==> src/rtl/ssd1306_seq_engine.sv <==
// Microcoded SSD1306 step sequencer: fetches 32-bit steps from a synchronous ROM,
// drives OLED power/reset/DC pins and shifts command/data/stream bytes out over mode-0 SPI.
module ssd1306_seq_engine #(
  parameter int ADDR_W   = 8,
  parameter int CLK_DIV  = 4,
  parameter int TICK_DIV = 50000,
  parameter int DELAY_W  = 24,
  parameter int LOOP_W   = 16
) (
  input  logic              clk_50M,
  input  logic              rst_n,
  input  logic              start,
  output logic              busy,
  output logic              done,
  output logic              error,
  output logic [ADDR_W-1:0] rom_addr,
  input  logic [31:0]       rom_data,
  input  logic [7:0]        s_data,
  input  logic              s_valid,
  output logic              s_ready,
  output logic              oled_sclk,
  output logic              oled_sdin,
  output logic              ss,
  output logic              oled_dc,
  output logic              oled_res,
  output logic              oled_vdd,
  output logic              oled_vbat
);

  // state    | meaning
  // S_IDLE   | waiting for start after reset
  // S_FETCH  | rom_addr presented, step word arrives next cycle
  // S_EXEC   | decode and execute the step word on rom_data
  // S_DELAY  | counting delay ticks
  // S_SHIFT  | one SPI byte in flight (ss low)
  // S_STREAM | waiting for a host byte on s_data/s_valid
  // S_DONE   | program ended (END or illegal opcode), waiting for start
  typedef enum logic [2:0] {
    S_IDLE, S_FETCH, S_EXEC, S_DELAY, S_SHIFT, S_STREAM, S_DONE
  } state_t;

  localparam logic [3:0] OP_END     = 4'h0;
  localparam logic [3:0] OP_PINS    = 4'h1;
  localparam logic [3:0] OP_DELAY   = 4'h2;
  localparam logic [3:0] OP_CMD     = 4'h3;
  localparam logic [3:0] OP_DATA    = 4'h4;
  localparam logic [3:0] OP_LOOP    = 4'h5;
  localparam logic [3:0] OP_ENDLOOP = 4'h6;
  localparam logic [3:0] OP_STREAM  = 4'h7;

  localparam int DIV_W  = $clog2(CLK_DIV + 1);
  localparam int TICK_W = $clog2(TICK_DIV + 1);
  localparam logic [DIV_W-1:0]  DIV_LAST  = DIV_W'(CLK_DIV - 1);
  localparam logic [TICK_W-1:0] TICK_LAST = TICK_W'(TICK_DIV - 1);

  state_t              state;
  logic [DELAY_W-1:0]  dly_cnt;
  logic [TICK_W-1:0]   tick_cnt;
  logic [LOOP_W-1:0]   loop_cnt;
  logic [LOOP_W-1:0]   strm_cnt;
  logic [ADDR_W-1:0]   loop_addr;
  logic [DIV_W-1:0]    div_cnt;
  logic [4:0]          half_cnt;
  logic [7:0]          shreg;
  logic                from_stream;

  logic [3:0]  op;
  logic [27:0] arg;
  logic        unused_arg;

  assign op         = rom_data[31:28];
  assign arg        = rom_data[27:0];
  assign unused_arg = ^arg;

  always_ff @(posedge clk_50M or negedge rst_n) begin
    if (!rst_n) begin
      state       <= S_IDLE;
      busy        <= 1'b0;
      done        <= 1'b0;
      error       <= 1'b0;
      rom_addr    <= '0;
      s_ready     <= 1'b0;
      oled_sclk   <= 1'b0;
      oled_sdin   <= 1'b0;
      ss          <= 1'b1;
      oled_dc     <= 1'b0;
      oled_res    <= 1'b0;
      oled_vdd    <= 1'b1;
      oled_vbat   <= 1'b1;
      dly_cnt     <= '0;
      tick_cnt    <= '0;
      loop_cnt    <= '0;
      strm_cnt    <= '0;
      loop_addr   <= '0;
      div_cnt     <= '0;
      half_cnt    <= '0;
      shreg       <= '0;
      from_stream <= 1'b0;
    end else begin
      case (state)
        S_IDLE, S_DONE: begin
          if (start) begin
            state    <= S_FETCH;
            rom_addr <= '0;
            done     <= 1'b0;
            error    <= 1'b0;
            busy     <= 1'b1;
          end
        end

        S_FETCH: state <= S_EXEC;

        S_EXEC: begin
          case (op)
            OP_END: begin
              state <= S_DONE;
              busy  <= 1'b0;
              done  <= 1'b1;
            end
            OP_PINS: begin
              oled_vdd  <= arg[2];
              oled_vbat <= arg[1];
              oled_res  <= arg[0];
              rom_addr  <= rom_addr + ADDR_W'(1);
              state     <= S_FETCH;
            end
            OP_DELAY: begin
              rom_addr <= rom_addr + ADDR_W'(1);
              if (arg[DELAY_W-1:0] == '0) begin
                state <= S_FETCH;
              end else begin
                dly_cnt  <= arg[DELAY_W-1:0];
                tick_cnt <= TICK_LAST;
                state    <= S_DELAY;
              end
            end
            OP_CMD, OP_DATA: begin
              rom_addr    <= rom_addr + ADDR_W'(1);
              from_stream <= 1'b0;
              ss          <= 1'b0;
              oled_sclk   <= 1'b0;
              oled_dc     <= (op == OP_DATA);
              oled_sdin   <= arg[7];
              shreg       <= {arg[6:0], 1'b0};
              div_cnt     <= DIV_LAST;
              half_cnt    <= '0;
              state       <= S_SHIFT;
            end
            OP_LOOP: begin
              loop_cnt  <= arg[LOOP_W-1:0];
              loop_addr <= rom_addr + ADDR_W'(1);
              rom_addr  <= rom_addr + ADDR_W'(1);
              state     <= S_FETCH;
            end
            OP_ENDLOOP: begin
              if (loop_cnt != '0) begin
                loop_cnt <= loop_cnt - LOOP_W'(1);
                rom_addr <= loop_addr;
              end else begin
                rom_addr <= rom_addr + ADDR_W'(1);
              end
              state <= S_FETCH;
            end
            OP_STREAM: begin
              rom_addr <= rom_addr + ADDR_W'(1);
              strm_cnt <= arg[LOOP_W-1:0];
              if (arg[LOOP_W-1:0] == '0) begin
                state <= S_FETCH;
              end else begin
                s_ready <= 1'b1;
                state   <= S_STREAM;
              end
            end
            default: begin
              error <= 1'b1;
              done  <= 1'b1;
              busy  <= 1'b0;
              state <= S_DONE;
            end
          endcase
        end

        S_DELAY: begin
          if (tick_cnt == '0) begin
            tick_cnt <= TICK_LAST;
            if (dly_cnt == DELAY_W'(1)) state <= S_FETCH;
            else                        dly_cnt <= dly_cnt - DELAY_W'(1);
          end else begin
            tick_cnt <= tick_cnt - TICK_W'(1);
          end
        end

        // 16 SCK half-periods plus one trailing half-period keep ss low 17*CLK_DIV cycles
        S_SHIFT: begin
          if (div_cnt != '0) begin
            div_cnt <= div_cnt - DIV_W'(1);
          end else begin
            div_cnt <= DIV_LAST;
            if (half_cnt == 5'd16) begin
              ss <= 1'b1;
              if (from_stream && strm_cnt != '0) begin
                s_ready <= 1'b1;
                state   <= S_STREAM;
              end else begin
                state <= S_FETCH;
              end
            end else begin
              half_cnt  <= half_cnt + 5'd1;
              oled_sclk <= ~oled_sclk;
              if (oled_sclk) begin
                oled_sdin <= shreg[7];
                shreg     <= {shreg[6:0], 1'b0};
              end
            end
          end
        end

        S_STREAM: begin
          if (s_valid && s_ready) begin
            s_ready     <= 1'b0;
            strm_cnt    <= strm_cnt - LOOP_W'(1);
            from_stream <= 1'b1;
            ss          <= 1'b0;
            oled_sclk   <= 1'b0;
            oled_dc     <= 1'b1;
            oled_sdin   <= s_data[7];
            shreg       <= {s_data[6:0], 1'b0};
            div_cnt     <= DIV_LAST;
            half_cnt    <= '0;
            state       <= S_SHIFT;
          end
        end

        default: state <= S_IDLE;
      endcase
    end
  end

endmodule

==> config.mk <==
export PLATFORM = sky130hd
export DESIGN_NAME = ssd1306_seq_engine
export DESIGN_NICKNAME = d
export VERILOG_FILES = /design/src/rtl/ssd1306_seq_engine.sv
export SDC_FILE = /design/constraint.sdc
export NUM_CORES = 1
export LEC_CHECK = 0
export ABC_AREA = 0
export CORE_ASPECT_RATIO = 1.4
export CORE_UTILIZATION = 50
export DETAILED_ROUTE_END_ITERATION = 12
export PLACE_DENSITY = 0.71
export SLEW_MARGIN = 15
export SYNTH_ARGS = -nofsm -noshare
export SYNTH_HDL_FRONTEND = slang
export SYNTH_SLANG_ARGS = --single-unit
==> constraint.sdc <==
create_clock -name clk_50M -period 3.1 [get_ports clk_50M]
set_input_delay 0.62 -clock clk_50M [delete_from_list [all_inputs] [get_ports clk_50M]]
set_output_delay 0.62 -clock clk_50M [all_outputs]
set_load 0.005 [all_outputs]
==> impl_results.md <==
- Total grt overflow: 0
- Seq/Total Area, Yosys: 0.409
- Dpl ws: -2.50 ps
- Most frequent cell after synthesis: dfrtp_1
- Worst Setup End Kind: flop
- Die X: 104 um
- Syn-to-layout area delta: 23.1%
- Routed length on met3: 1170 um
- Sink Count: 118
- Clock Path Buffers: 2
- First-pass GRT wire length: 33,600 um
- Max Cap Violations: 0
- Top cell type's share of synthesized area: 0.398
- Ys Warns: 0
- Final Non-Filler Cells: 1,121
- CTS buffer count: 17
- Die height: 144 um
- Post-synth EDFFs: 0
- Cell family with most CP delay: simple AND/OR/NAND/NOR gates
- WL met2: 10,500 um
- Register area: 2960 um^2
- Syn Area/Cell: 8.56 um^2
- Top post-synthesis cells by area: dfrtp_1 (40%), nor2_1 (5.3%), a21oi_1 (4.8%)
- Global-route usage over all layers: 0.283
- Adder-cell share of the synthesized area: 0.0208
- Final setup vio count: 0
- Yosys cell types: 70
- Row count: 51
- Rel. slew slack: 0.391
- Initial antenna violation count: 0
- DR top layer: met4
- Vias in the first global route: 6,882
- Largest family of logic cells by synthesized area: compound AO/OA/AOI/OAI gates
- Worst Max-Slew Pin Slew: 911 ps
- Crit path cell chain: inv_1 -> ha_1 -> nor3b_1 -> nand4_1 -> o211a_1 -> nor2_1 -> o211ai_1
- Synthesized net count: 901
- Fmax: 360 MHz
- Synth Register Bits: 118
- Synth Area in XOR/XNOR: 0.00485
- CTS resizes: 0
- DP HPWL: 14,400 um
- Post-synthesis mux area share: 0.0270
- Largest net degree at the start of global routing: 69
- Ant diodes: 0
- Worst-Skew Late Latency: 420 ps
- Routed WL: 20,500 um
- Fraction of layout cells with a size suffix above 1: 0.113
- Clk slew on worst S/H paths: 50 ps
- Buffers & Inverters on Critical Path: 1
- IO Pins: 63
- Most used DFF post-synth: dfrtp_1
- Period utilisation layout: 0.897
- Critical-path maximum fanout: 12
- Required @ worst endpoint: 3360 ps
- Detailed-route wire length per cell: 18.3 um
- Vias/cell: 6.30
- DRC: 0
- Net count, final: 979
- Complex-gate fraction of the synthesized area: 0.268
- Pre-Repair DR Iteration Count: 6
- Slowest CP cell: nor2_1
- Final min period: 2780 ps
- Worst Path Arrival: 3040 ps
- Peak VDD IR: 548 uV
- Multi-input combinational cell area: 3980 um^2
- Async SR Flop Fraction: 1.00
- Worst setup SP type: flop
- Worst path max stage delay: 730 ps
- Worst setup margin: 320 ps
- Core area: 14,000 um^2
- Outcome: finished, final reports clean
- Via count: 7,063
- Pleak: 3.63 nW
- Commonest cells post-synth: dfrtp_1 (115), nor2_1 (102), nand2_1 (73)
- Top cell type by total area after synthesis: dfrtp_1
- Fill count: 1,214
- Clk_skew: 8.67 ps
- CTS tree: yes
- Initial Util: 0.515
- Die Area: 15,000 um^2
- Simple-Gate Fraction of Synth Area: 0.229
- Post-CTS setup buffers: 0
- Pwr/cell area: 861 nW/um^2
- M1 WL: 8360 um
- RSZ-0062 raised after global routing: no
- Hold-fix buffer count after cts: 0
- Final Hold Viols: 0
- Dpl cells: 1,089
- Pins over their slew limit: 0
- Port bufs: 58
- Hold Crit Class: input port to asynchronous set/reset pin
- CTS root buf: clkbuf_16
- Gp weighted congestion: 0.891
- Kind of critical path: flop to flop
- Mapped Area: 7230 um^2
- Synth Instances: 845
- Initial DRC Count: 571
- H-Tree Depth: 4
- Antenna-violating nets left: 0
-- cells in the final DEF (no fill, tap or decap), types with 5 or more instances in the layout --
cell | Yosys | final
nor3_1 | 33 | 32
o221ai_1 | 8 | 8
nor4_1 | 29 | 29
a21o_1 | 5 | 5
nand4_1 | 6 | 6
a22oi_1 | 13 | 13
or2_2 | 6 | 6
clkbuf_16 | 0 | 17
a2bb2oi_1 | 7 | 7
nand3b_1 | 6 | 6
nor3b_1 | 6 | 6
nand2_1 | 73 | 73
a41oi_1 | 7 | 7
nand3_1 | 13 | 13
a22o_1 | 7 | 7
nor2_1 | 102 | 101
clkdlybuf4s50_1 | 0 | 57
o22a_1 | 26 | 26
nor2b_1 | 6 | 6
a21oi_1 | 69 | 69
bufinv_16 | 0 | 5
inv_1 | 23 | 23
o2bb2ai_1 | 14 | 14
mux2i_1 | 15 | 15
nand2b_1 | 10 | 10
ha_1 | 12 | 12
or4_1 | 5 | 5
buf_4 | 1 | 49
or3_1 | 10 | 10
o211ai_1 | 6 | 6
dfrtp_1 | 115 | 115
o21ai_0 | 58 | 58
a31oi_1 | 25 | 25
o22ai_1 | 14 | 14
-- registers in the layout, summed over array words and instances (netlist names), 3 cells and up --
signal	cells
state	3
rom_addr	8
half_cnt	5
loop_addr	8
shreg	7
loop_cnt	16
tick_cnt	16
strm_cnt	16
dly_cnt	24
div_cnt	3
-- power by group --
| group | leakage (nW) | internal, mW | total (mW) | switching [mW] |
|---|---|---|---|---|
| logic | 1.88 | 1.18 | 2.60 | 1.42 |
| registers | 1.44 | 2.17 | 2.85 | 0.682 |
| clock network | 0.314 | 1.49 | 2.22 | 0.729 |
-- cell type report --
type,count,share of cell area
sequential,118,0.332
clock inverter,12,0.0224
tap,185,0.0260
inverter,23,0.00970
clock buffer,20,0.0524
timing repair buffer,108,0.110
multi-input combinational,655,0.447
-- per-layer routing --
layer	GRT usage	up-vias
li1	-	3335
met1	0.338	3436
met2	0.505	254
met3	0.0505	38
met4	0.118	0
met5	0	-
-- cell families (layout without fill, tap and decap cells) --
kind of cell | after synthesis | in the layout
simple gates | 332 | 332
compound gates | 288 | 288
fa+ha+maj | 12 | 12
mux | 19 | 19
buf+inv | 72 | 163
flops | 118 | 118
xor+xnor | 4 | 4
-- stage by stage --
| stage | hold WS, ps | setup TNS, ps | utilization | area (um^2) | power, mW |
|---|---|---|---|---|---|
| after floorplan | 324 | 0 | - | 7230 | 4.47 |
| after global placement | 462 | 0 | 0.586 | 8230 | 5.27 |
| after detailed placement | 473 | -2.50 | 0.586 | 8230 | 5.42 |
| after CTS | 196 | 0 | 0.634 | 8900 | 7.67 |
| after global routing | 224 | 0 | 0.634 | 8900 | 8.15 |
| final | 188 | 0 | 0.634 | 8900 | 7.66 |
-- worst paths after layout --
| check | end | slack, ps | cells past startpoint | from |
|---|---|---|---|---|
| worst min-delay path | rom_addr[3] | 190 | 1 | rst_n |
| worst max-delay path | loop_cnt[0] | 320 | 7 | loop_cnt[0] |
| max in group asynchronous | oled_vbat | 2140 | 2 | rst_n |
| min in group clk_50M | loop_addr[0] | 480 | 2 | loop_addr[0] |
| worst min register to register | loop_addr[0] | 480 | 2 | loop_addr[0] |
| worst max register to register | loop_cnt[0] | 320 | 7 | loop_cnt[0] |
-- worst reg2reg max path, stage by stage (launching register included) --
cell,delay (ps)
dfrtp_1,410
inv_1,90
ha_1,200
nor3b_1,280
nand4_1,310
o211a_1,420
nor2_1,730
o211ai_1,190
(Power assumes the default switching activity.)
